`src/rtl/uc_pkg.sv`:
```
// Shared encodings for the multi-cycle control unit: FSM states, opcodes, AluOP codes.
// Latency: n/a (constants and pure helper functions only).
// Backpressure: n/a.
package uc_pkg;

  // FSM state encodings; also exported on state_dbg
  localparam logic [2:0] ST_IDLE   = 3'd0;
  localparam logic [2:0] ST_FETCH  = 3'd1;
  localparam logic [2:0] ST_DECODE = 3'd2;
  localparam logic [2:0] ST_EXEC   = 3'd3;
  localparam logic [2:0] ST_MEM    = 3'd4;
  localparam logic [2:0] ST_WB     = 3'd5;
  localparam logic [2:0] ST_HALT   = 3'd6;

  // Instruction word bits [31:26]
  localparam logic [5:0] OP_R    = 6'b000000;
  localparam logic [5:0] OP_ADDI = 6'b000001;
  localparam logic [5:0] OP_J    = 6'b000010;
  localparam logic [5:0] OP_BEQ  = 6'b000100;
  localparam logic [5:0] OP_LW   = 6'b000110;
  localparam logic [5:0] OP_SW   = 6'b000111;
  localparam logic [5:0] OP_HLT  = 6'b111111;

  // AluOP codes consumed by ULA_controle
  localparam logic [3:0] ALU_ADD   = 4'b0000;
  localparam logic [3:0] ALU_SUB   = 4'b0001;
  localparam logic [3:0] ALU_RTYPE = 4'b0010;

  // Instructions that keep the ULA busy past EXEC (address calc or result hold)
  function automatic logic uses_alu_late(input logic [5:0] op);
    return (op == OP_LW) || (op == OP_SW) || (op == OP_R) || (op == OP_ADDI);
  endfunction

endpackage

```
`src/rtl/uc_pc_next.sv`:
```
// Next-PC select: pc+1, pc+1+sext(imediato) for a taken branch, or salto for a jump.
// Latency: combinational, 0 cycles.
// Backpressure: none; the caller decides when to load the result into the PC.
// Ports: pc (current), jump, branch_taken, imediato (14b signed offset),
//        salto (26b target, low ADDR_WIDTH bits used), pc_nxt (result, wraps mod 2^ADDR_WIDTH).
module uc_pc_next #(
  parameter int ADDR_WIDTH = 8
) (
  input  logic [ADDR_WIDTH-1:0] pc,
  input  logic                  jump,
  input  logic                  branch_taken,
  input  logic [13:0]           imediato,
  input  logic [25:0]           salto,
  output logic [ADDR_WIDTH-1:0] pc_nxt
);

  logic [31:0] offset;
  logic [31:0] seq_target;
  logic        unused_bits;

  // Sum done at 32 bits and truncated, which gives the modulo-2^ADDR_WIDTH wrap.
  assign offset     = {{18{imediato[13]}}, imediato};
  assign seq_target = 32'(pc) + 32'd1 + (branch_taken ? offset : 32'd0);

  always_comb begin
    pc_nxt = seq_target[ADDR_WIDTH-1:0];
    if (jump) begin
      pc_nxt = salto[ADDR_WIDTH-1:0];
    end
  end

  // High bits are intentionally discarded by the wrap / narrow ROM address.
  assign unused_bits = ^{seq_target[31:ADDR_WIDTH], salto[25:ADDR_WIDTH]};

endmodule

```
`src/rtl/unidade_controle_mc.sv`:
```
// Multi-cycle control FSM: owns the PC and drives all datapath strobes from registered state + latched opcode.
// Latency: FETCH-to-FETCH 3 (BEQ/J/NOP), 4 (SW/R/ADDI), 5 (LW); HLT parks in HALT after 2 cycles.
// Backpressure: none; run starts fetching from IDLE, only reset leaves HALT.
// Ports: clock, reset (sync, active-high), run, opcode/imediato/salto (ROM word fields), zero (ULA flag),
//        pc, ir_load, reg_write, mem_write, mem_read, alu_op, alu_enable, alu_src_imm, mem_to_reg,
//        reg_dst_rt, halted, state_dbg.
// Build option: define UC_STEP_EN to add a step input; each instruction then returns to IDLE
//               and the next one starts on run or step.
module unidade_controle_mc
  import uc_pkg::*;
#(
  parameter int                    ADDR_WIDTH = 8,
  parameter logic [ADDR_WIDTH-1:0] START_PC   = '0
) (
  input  logic                  clock,
  input  logic                  reset,
  input  logic                  run,
`ifdef UC_STEP_EN
  input  logic                  step,
`endif
  input  logic [5:0]            opcode,
  input  logic [13:0]           imediato,
  input  logic [25:0]           salto,
  input  logic                  zero,
  output logic [ADDR_WIDTH-1:0] pc,
  output logic                  ir_load,
  output logic                  reg_write,
  output logic                  mem_write,
  output logic                  mem_read,
  output logic [3:0]            alu_op,
  output logic                  alu_enable,
  output logic                  alu_src_imm,
  output logic                  mem_to_reg,
  output logic                  reg_dst_rt,
  output logic                  halted,
  output logic [2:0]            state_dbg
);

`ifdef UC_STEP_EN
  localparam logic [2:0] ST_DONE = ST_IDLE;
`else
  localparam logic [2:0] ST_DONE = ST_FETCH;
`endif

  logic [2:0]            state;
  logic [2:0]            state_nxt;
  logic [5:0]            opc_q;
  logic                  start;
  logic                  instr_done;
  logic                  in_exec_phase;
  logic                  do_jump;
  logic                  do_branch;
  logic [ADDR_WIDTH-1:0] pc_nxt;

`ifdef UC_STEP_EN
  assign start = run | step;
`else
  assign start = run;
`endif

  // ---------------- next state ----------------
  always_comb begin
    state_nxt = state;
    case (state)
      ST_IDLE:   if (start) state_nxt = ST_FETCH;
      ST_FETCH:  state_nxt = ST_DECODE;
      // opc_q is not valid yet in DECODE, so the HLT test uses the live ROM field
      ST_DECODE: state_nxt = (opcode == OP_HLT) ? ST_HALT : ST_EXEC;
      ST_EXEC: begin
        case (opc_q)
          OP_LW, OP_SW:  state_nxt = ST_MEM;
          OP_R, OP_ADDI: state_nxt = ST_WB;
          default:       state_nxt = ST_DONE;
        endcase
      end
      ST_MEM:    state_nxt = (opc_q == OP_LW) ? ST_WB : ST_DONE;
      ST_WB:     state_nxt = ST_DONE;
      ST_HALT:   state_nxt = ST_HALT;
      default:   state_nxt = ST_IDLE;
    endcase
  end

  assign in_exec_phase = (state == ST_EXEC) || (state == ST_MEM) || (state == ST_WB);
  // Last cycle of an instruction: leaving an execute-phase state for the done state
  assign instr_done    = in_exec_phase && (state_nxt == ST_DONE);

  // Branch/jump resolve in EXEC, which is also their last cycle
  assign do_jump   = (state == ST_EXEC) && (opc_q == OP_J);
  assign do_branch = (state == ST_EXEC) && (opc_q == OP_BEQ) && zero;

  uc_pc_next #(
    .ADDR_WIDTH (ADDR_WIDTH)
  ) u_pc_next (
    .pc           (pc),
    .jump         (do_jump),
    .branch_taken (do_branch),
    .imediato     (imediato),
    .salto        (salto),
    .pc_nxt       (pc_nxt)
  );

  // ---------------- state, opcode latch, PC ----------------
  always_ff @(posedge clock) begin
    if (reset) begin
      state <= ST_IDLE;
      pc    <= START_PC;
      opc_q <= OP_R;
    end else begin
      state <= state_nxt;
      if (state == ST_DECODE) begin
        opc_q <= opcode;
      end
      if (instr_done) begin
        pc <= pc_nxt;
      end
    end
  end

  // ---------------- Moore output decode ----------------
  always_comb begin
    ir_load     = (state == ST_FETCH);
    reg_write   = (state == ST_WB);
    mem_write   = (state == ST_MEM) && (opc_q == OP_SW);
    mem_read    = ((state == ST_MEM) || (state == ST_WB)) && (opc_q == OP_LW);
    mem_to_reg  = in_exec_phase && (opc_q == OP_LW);
    reg_dst_rt  = in_exec_phase && ((opc_q == OP_LW) || (opc_q == OP_ADDI));
    alu_src_imm = in_exec_phase && ((opc_q == OP_LW) || (opc_q == OP_SW) || (opc_q == OP_ADDI));
    // Unknown opcodes (and J) pass through EXEC as NOPs with the ULA idle
    alu_enable  = ((state == ST_EXEC) && (uses_alu_late(opc_q) || (opc_q == OP_BEQ))) ||
                  (((state == ST_MEM) || (state == ST_WB)) && uses_alu_late(opc_q));
    alu_op      = ALU_ADD;
    if (alu_enable) begin
      case (opc_q)
        OP_BEQ:  alu_op = ALU_SUB;
        OP_R:    alu_op = ALU_RTYPE;
        default: alu_op = ALU_ADD;
      endcase
    end
    halted      = (state == ST_HALT);
    state_dbg   = state;
  end

endmodule

```
`config.mk`:
```
export PLATFORM = sky130hd
export DESIGN_NAME = unidade_controle_mc
export DESIGN_NICKNAME = d
export VERILOG_FILES = /design/src/rtl/uc_pkg.sv /design/src/rtl/uc_pc_next.sv /design/src/rtl/unidade_controle_mc.sv
export SDC_FILE = /design/constraint.sdc
export NUM_CORES = 1
export LEC_CHECK = 0
export ABC_AREA = 1
export CAP_MARGIN = 5
export CORE_MARGIN = 2
export CORE_UTILIZATION = 42
export CTS_CLUSTER_DIAMETER = 150
export DETAILED_ROUTE_END_ITERATION = 6
export HOLD_SLACK_MARGIN = 0.02
export PLACE_DENSITY = 0.91
export SYNTH_ARGS = -nofsm -noshare
export SYNTH_HDL_FRONTEND = slang
export SYNTH_SLANG_ARGS = --single-unit
```
`constraint.sdc`:
```
create_clock -name clock -period 6.3 [get_ports clock]
set_clock_uncertainty 0.1 [all_clocks]
set_input_delay 0.63 -clock clock [delete_from_list [all_inputs] [get_ports clock]]
set_output_delay 0.63 -clock clock [all_outputs]
set_load 0.02 [all_outputs]
```
==> summary.md <==
| Metric | Value |
|---|---|
| Run status | finished clean |
| Cell Rows | 20 |
| Num CTS Buffers | 3 |
| Post-CTS setup buffers | 0 |
| Max-cap violations | 0 |
| Worst reg-to-reg path cell count | 16 |
| Die area | 0.003636 mm^2 |
| Clk sinks | 17 |
| Clock Tree Root | clkbuf_4 |
| First-pass GRT wire length | 5.395 mm |
| IO Pins | 74 |
| DP Wirelength | 2.628 mm |
| Final period util | 45.59% |
| Synth Register Bits | 17 |
| Worst hold slack | 0.3777 ns |
| Setup Viol. Count Final | 0 |
| Area of the core | 0.003028 mm^2 |
| Post-synth EDFFs | 0 |
| Total Wirelength | 3.257 mm |
| Pre-antenna DRT Iters | 4 |
| Die Ht | 60.30 um |
| Largest net degree at the start of global routing | 15 |
| DIE WIDTH | 60.30 um |
| Final GP Congestion | 0.8952 |
| Final worst slack | 3.428 ns |
| Max Buffers Root-to-Sink | 2 |
| H-tree depth | 1 |
| DRC | 0 |
| Most used cell along the critical path | nor2_4 |
| Initial antenna violation count | 0 |
| Seq/Total Area, Yosys | 25.56% |
| Routed vias/inst | 4.849 |
| Hold Path Stages | 2 |
| Setup CP Type | flop to primary output |
| Crit-path max cell delay | 0.63 ns |
| Pleak | 0.8496 nW |
| Post-Route Setup TNS | 0 ns |
| Net count reported at finish | 320 |
| DRT iter0 DRCs | 59 |
| Max Slew Vio Count | 0 |
| Routed via count | 1479 |
| Ys Warns | 0 |
| Grt ovf | 0 |
| Clock latency on the worst-skew pair | 0.30 ns |
| IO Port Bufs | 47 |
| Clk slew on worst S/H paths | 0.11 ns |
| Top FF cell, synth | dfxtp_1 |
| Cell count after synthesis | 212 |
| Initial Util | 43.97% |
| CTS tree | done |
| Design Power | 0.2842 mW |
| Total track usage | 19.72% |
| Vias in the first global route | 1289 |
| Fillers | 284 |
| Post-synth cell types | 29 |
| Syn avg cell area | 6.280 um^2 |
| Antenna Nets Post-Route | 0 |
| Worst endpoint required time | 5.57 ns |
| Final min period | 2.872 ns |
| CP arrival | 2.14 ns |
| Hold-fix buffers at CTS | 0 |
| Critical path, cell by cell | nand2_1 > nor2_4 > nand2_2 > nor2_4 > o22ai_1 > nor3_1 > clkdlybuf4s50_1 |
| Layout cells sized above 1 | 5.364% |
| PwrDens | 152.1 mW/mm^2 |
| Critical Path End Type | primary output |
| Post-synthesis instance area | 0.001331 mm^2 |
| Worst Hold Class | flop to flop |
| Final hold violations | 0 |
| Pre-CTS WS | 3.289 ns |
| CP Max Fanout | 7 |
| Startpoint class of the critical path | flop |
| Async set-reset flop share out of synthesis | 0% |
| Layout Area Growth over Synthesis | 40.41% |
| RSZ-0062 raised after global routing | false |
| Inserted Diodes | 0 |
| CP max-delay cell | clkdlybuf4s50_1 |
| Layout Utilization | 61.74% |
| Fmax | 348.2 MHz |
| Routed length per instance | 10.68 um |
| Peak supply drop | 0.09605 mV |
| CTS-repair resized insts | 0 |
-- final timing paths --
path                      from   endpoint  slack (ns)
setup reg to reg  state_dbg[0]      pc[4]        3.52
hold / removal        opc_q[3]   opc_q[3]        0.38
setup / recovery  state_dbg[0]  alu_op[1]        3.43
hold reg to reg       opc_q[3]   opc_q[3]        0.38
-- critical path, delay by kind of cell (launching register included) --
kind | cells | cell delay, ns
AO/OA/AOI/OAI | 1 | 0.12
AND/OR/NAND/NOR | 5 | 0.69
flip-flops | 1 | 0.41
buffers and inverters | 1 | 0.63
-- flip-flops by register name, indices dropped and copies added, names as in the netlist --
name,cells
opc_q,6
pc,8
state_dbg,3
-- cells in the final DEF (no fill, tap or decap), types with 3 or more instances in the layout --
master,instances
a21oi_1,18
clkdlybuf4s50_1,47
nand3_1,15
nand4_1,6
nor2_4,3
nor2_1,29
o21ai_0,15
dfxtp_1,17
nand2_1,43
ha_1,7
inv_1,33
clkbuf_4,3
nor3_1,4
-- cell families after synthesis --
kind of cell	share of synthesized area, %
simple gates	37.97
compound gates	14.66
buf+inv	11.47
flops	25.56
fa+ha+maj	8.082
xor+xnor	1.974
other cells	0.2817
-- where the power goes --
part / switching [mW] / internal (mW)
clock network: 0.0375 / 0.0237
logic: 0.0550 / 0.0432
registers: 0.00775 / 0.117
total: 0.100 / 0.184
-- cell usage after synthesis (2+ instances only) --
library cell	instances	area [um^2]
xnor2_1	2	17.52
o21ai_1	2	10.01
ha_1	7	87.58
a21oi_1	18	90.09
nand3_1	15	75.07
dfxtp_1	17	340.3
o21ai_0	15	75.07
buf_4	2	15.01
inv_1	33	123.9
nand2_1	43	161.4
nand4_1	6	37.54
nor3_1	4	20.02
nor2_4	3	33.78
nor2_1	29	108.9
nand2_2	2	12.51
-- per-layer routing --
layer / vias up / share of wire (%) / global-route usage (%)
li1: 788 / - / -
met1: 645 / 47 / 25.89
met2: 39 / 46 / 32.30
met3: 7 / 3.8 / 1.948
met4: 0 / 2.4 / 9.524
met5: - / 0 / 0
-- layout make-up --
class	count	area (um^2)	share of cell area [%]
inverter	35	133.9	7.162
clock inverter	1	5.005	0.2677
multi-input combinational	158	842.1	45.05
tap	44	55.05	2.945
sequential	17	340.3	18.21
clock buffer	3	22.52	1.205
timing repair buffer	47	470.5	25.17
-- per-stage QoR --
step                      area (um^2)  instances
after floorplan                  1335        213
after global placement           1842        301
after detailed placement         1842        301
after CTS                        1869        305
after global routing             1869        305
final                            1869        305
Power figures use the tool's default switching activity.
==> RTL edit, RTL diff (same flow settings) <==
Add a define of `UC_STEP_EN`.
--- a/src/rtl/unidade_controle_mc.sv
+++ b/src/rtl/unidade_controle_mc.sv
@@ -6,6 +6,8 @@
 //        reg_dst_rt, halted, state_dbg.
 // Build option: define UC_STEP_EN to add a step input; each instruction then returns to IDLE
 //               and the next one starts on run or step.
+`define UC_STEP_EN
+
 module unidade_controle_mc
   import uc_pkg::*;
 #(
Ports: changed (added step); port bits go from 74 to 75. No check against the original RTL was run, so the function may have changed too.
==> RTL edit against the original RTL <==
Wire length rose by 8.4%; sequential cell count did not move; clock power rose by 6.7%; setup slack got worse by 0.13 ns; combinational power rose by 32%; maximum frequency fell by 4.2%; power rose by 15%; utilization fell by 2.2 points; design area rose by 5.5%; critical path depth did not move; cell count rose by 4.3%; area after synthesis rose by 7.4%.
==> RTL edit: results (changes against the original RTL) <==
| Metric | Value |
|---|---|
| Status | finished clean (unchanged) |
| Netlist cell types | 31 (was 29) |
| Ranking of synthesized cells by area | dfxtp_1 24%, nand2_1 11%, inv_1 8.9% (was dfxtp_1 26%, nand2_1 12%, inv_1 9.3%) |
| Layout cells sized above 1 | 9.93% (was 5.36%) |
| Synth Area in XOR/XNOR | 1.84% (was 1.97%) |
| Buffers, non-clock | 48 (was 47) |
| Layout Nets | 332 (was 320) |
| Std cell rows | 21 (was 20) |
| Tcrit/Tclk final | 47.6% (was 45.6%) |
| Worst EP arrival | 2.27 ns (was 2.14 ns) |
| DR iter-0 viols | 78 (was 59) |
| Sequential-to-total area share from yosys stat | 23.8% (was 25.6%) |
| Most common library cells after synthesis | 43 x nand2_1, 34 x inv_1, 31 x nor2_1, 17 x dfxtp_1, 16 x nand3_1 (was 43 x nand2_1, 33 x inv_1, 29 x nor2_1, 18 x a21oi_1, 17 x dfxtp_1) |
| R2R Setup Slk | 3.42 ns (was 3.52 ns) |
| NonClk Buf Share | 24.4% (was 25.2%) |
| Post-DP Area | 1940 sq um (was 1840 sq um) |
| Setup WS pre-CTS | 3.15 ns (was 3.29 ns) |
| Clock network area share | 1.52% (was 1.47%) |
| Synth Area in Compound Gates | 13.6% (was 14.7%) |
| Routed via count | 1551 (was 1479) |
| Fraction of area in multi-input gates | 46.9% (was 45.0%) |
| Routability Congestion | 0.830 (was 0.895) |
| Multi-input logic area | 925 sq um (was 842 sq um) |
| Mux share of post-synthesis cell area | 2.80% (was 0%) |
| Vias in the first global route | 1470 (was 1289) |
| CP top delay family | buffers and inverters (was simple AND/OR/NAND/NOR gates) |
| Comb_multi_in | 166 (was 158) |
| Global-route usage over all layers | 18.8% (was 19.7%) |
| Slowest CP cell | clkdlybuf4s50_1 (unchanged) |
| # fillers | 306 (was 284) |
| Max FO, Critical Path | 6 (was 7) |
| IO Port Bufs | 48 (was 47) |
| Synth Area in Adders | 7.52% (was 8.08%) |
| Leak pwr | 0.000956 uW (was 0.000850 uW) |
| Hold slack | 0.404 ns (was 0.378 ns) |
| Inverters | 37 (was 35) |
| First-pass GRT wire length | 6.10 mm (was 5.40 mm) |
RTL edit: report_power, final:
| part | switching, uW | internal, uW | leakage, uW |
|---|---|---|---|
| combinational | 74.0 | 56.1 | 0.000804 |
| sequential | 12.6 | 119 | 0.000138 |
| clock | 41.0 | 24.3 | 0.0000139 |
| total | 128 | 200 | 0.000956 |
RTL edit: per-layer routing:
layer  up-vias  global-route usage [%]  wire length (um)
li1        812                       -                 -
met1       692                    23.9              1590
met2        40                    31.7              1730
met3         7                    1.45               134
met4         0                    10.0                80
met5         -                       0                 0
RTL edit: worst paths after layout:
kind / from / end / depth (start not counted)
max: state_dbg[1]$_SDFF_PP0_ / alu_op[1] / 7
min: opc_q[2]$_SDFFE_PP0P_ / opc_q[2]$_SDFFE_PP0P_ / 2
max reg2reg: state_dbg[1]$_SDFF_PP0_ / pc[5]$_SDFFE_PP0P_ / 19
min reg2reg: opc_q[2]$_SDFFE_PP0P_ / opc_q[2]$_SDFFE_PP0P_ / 2
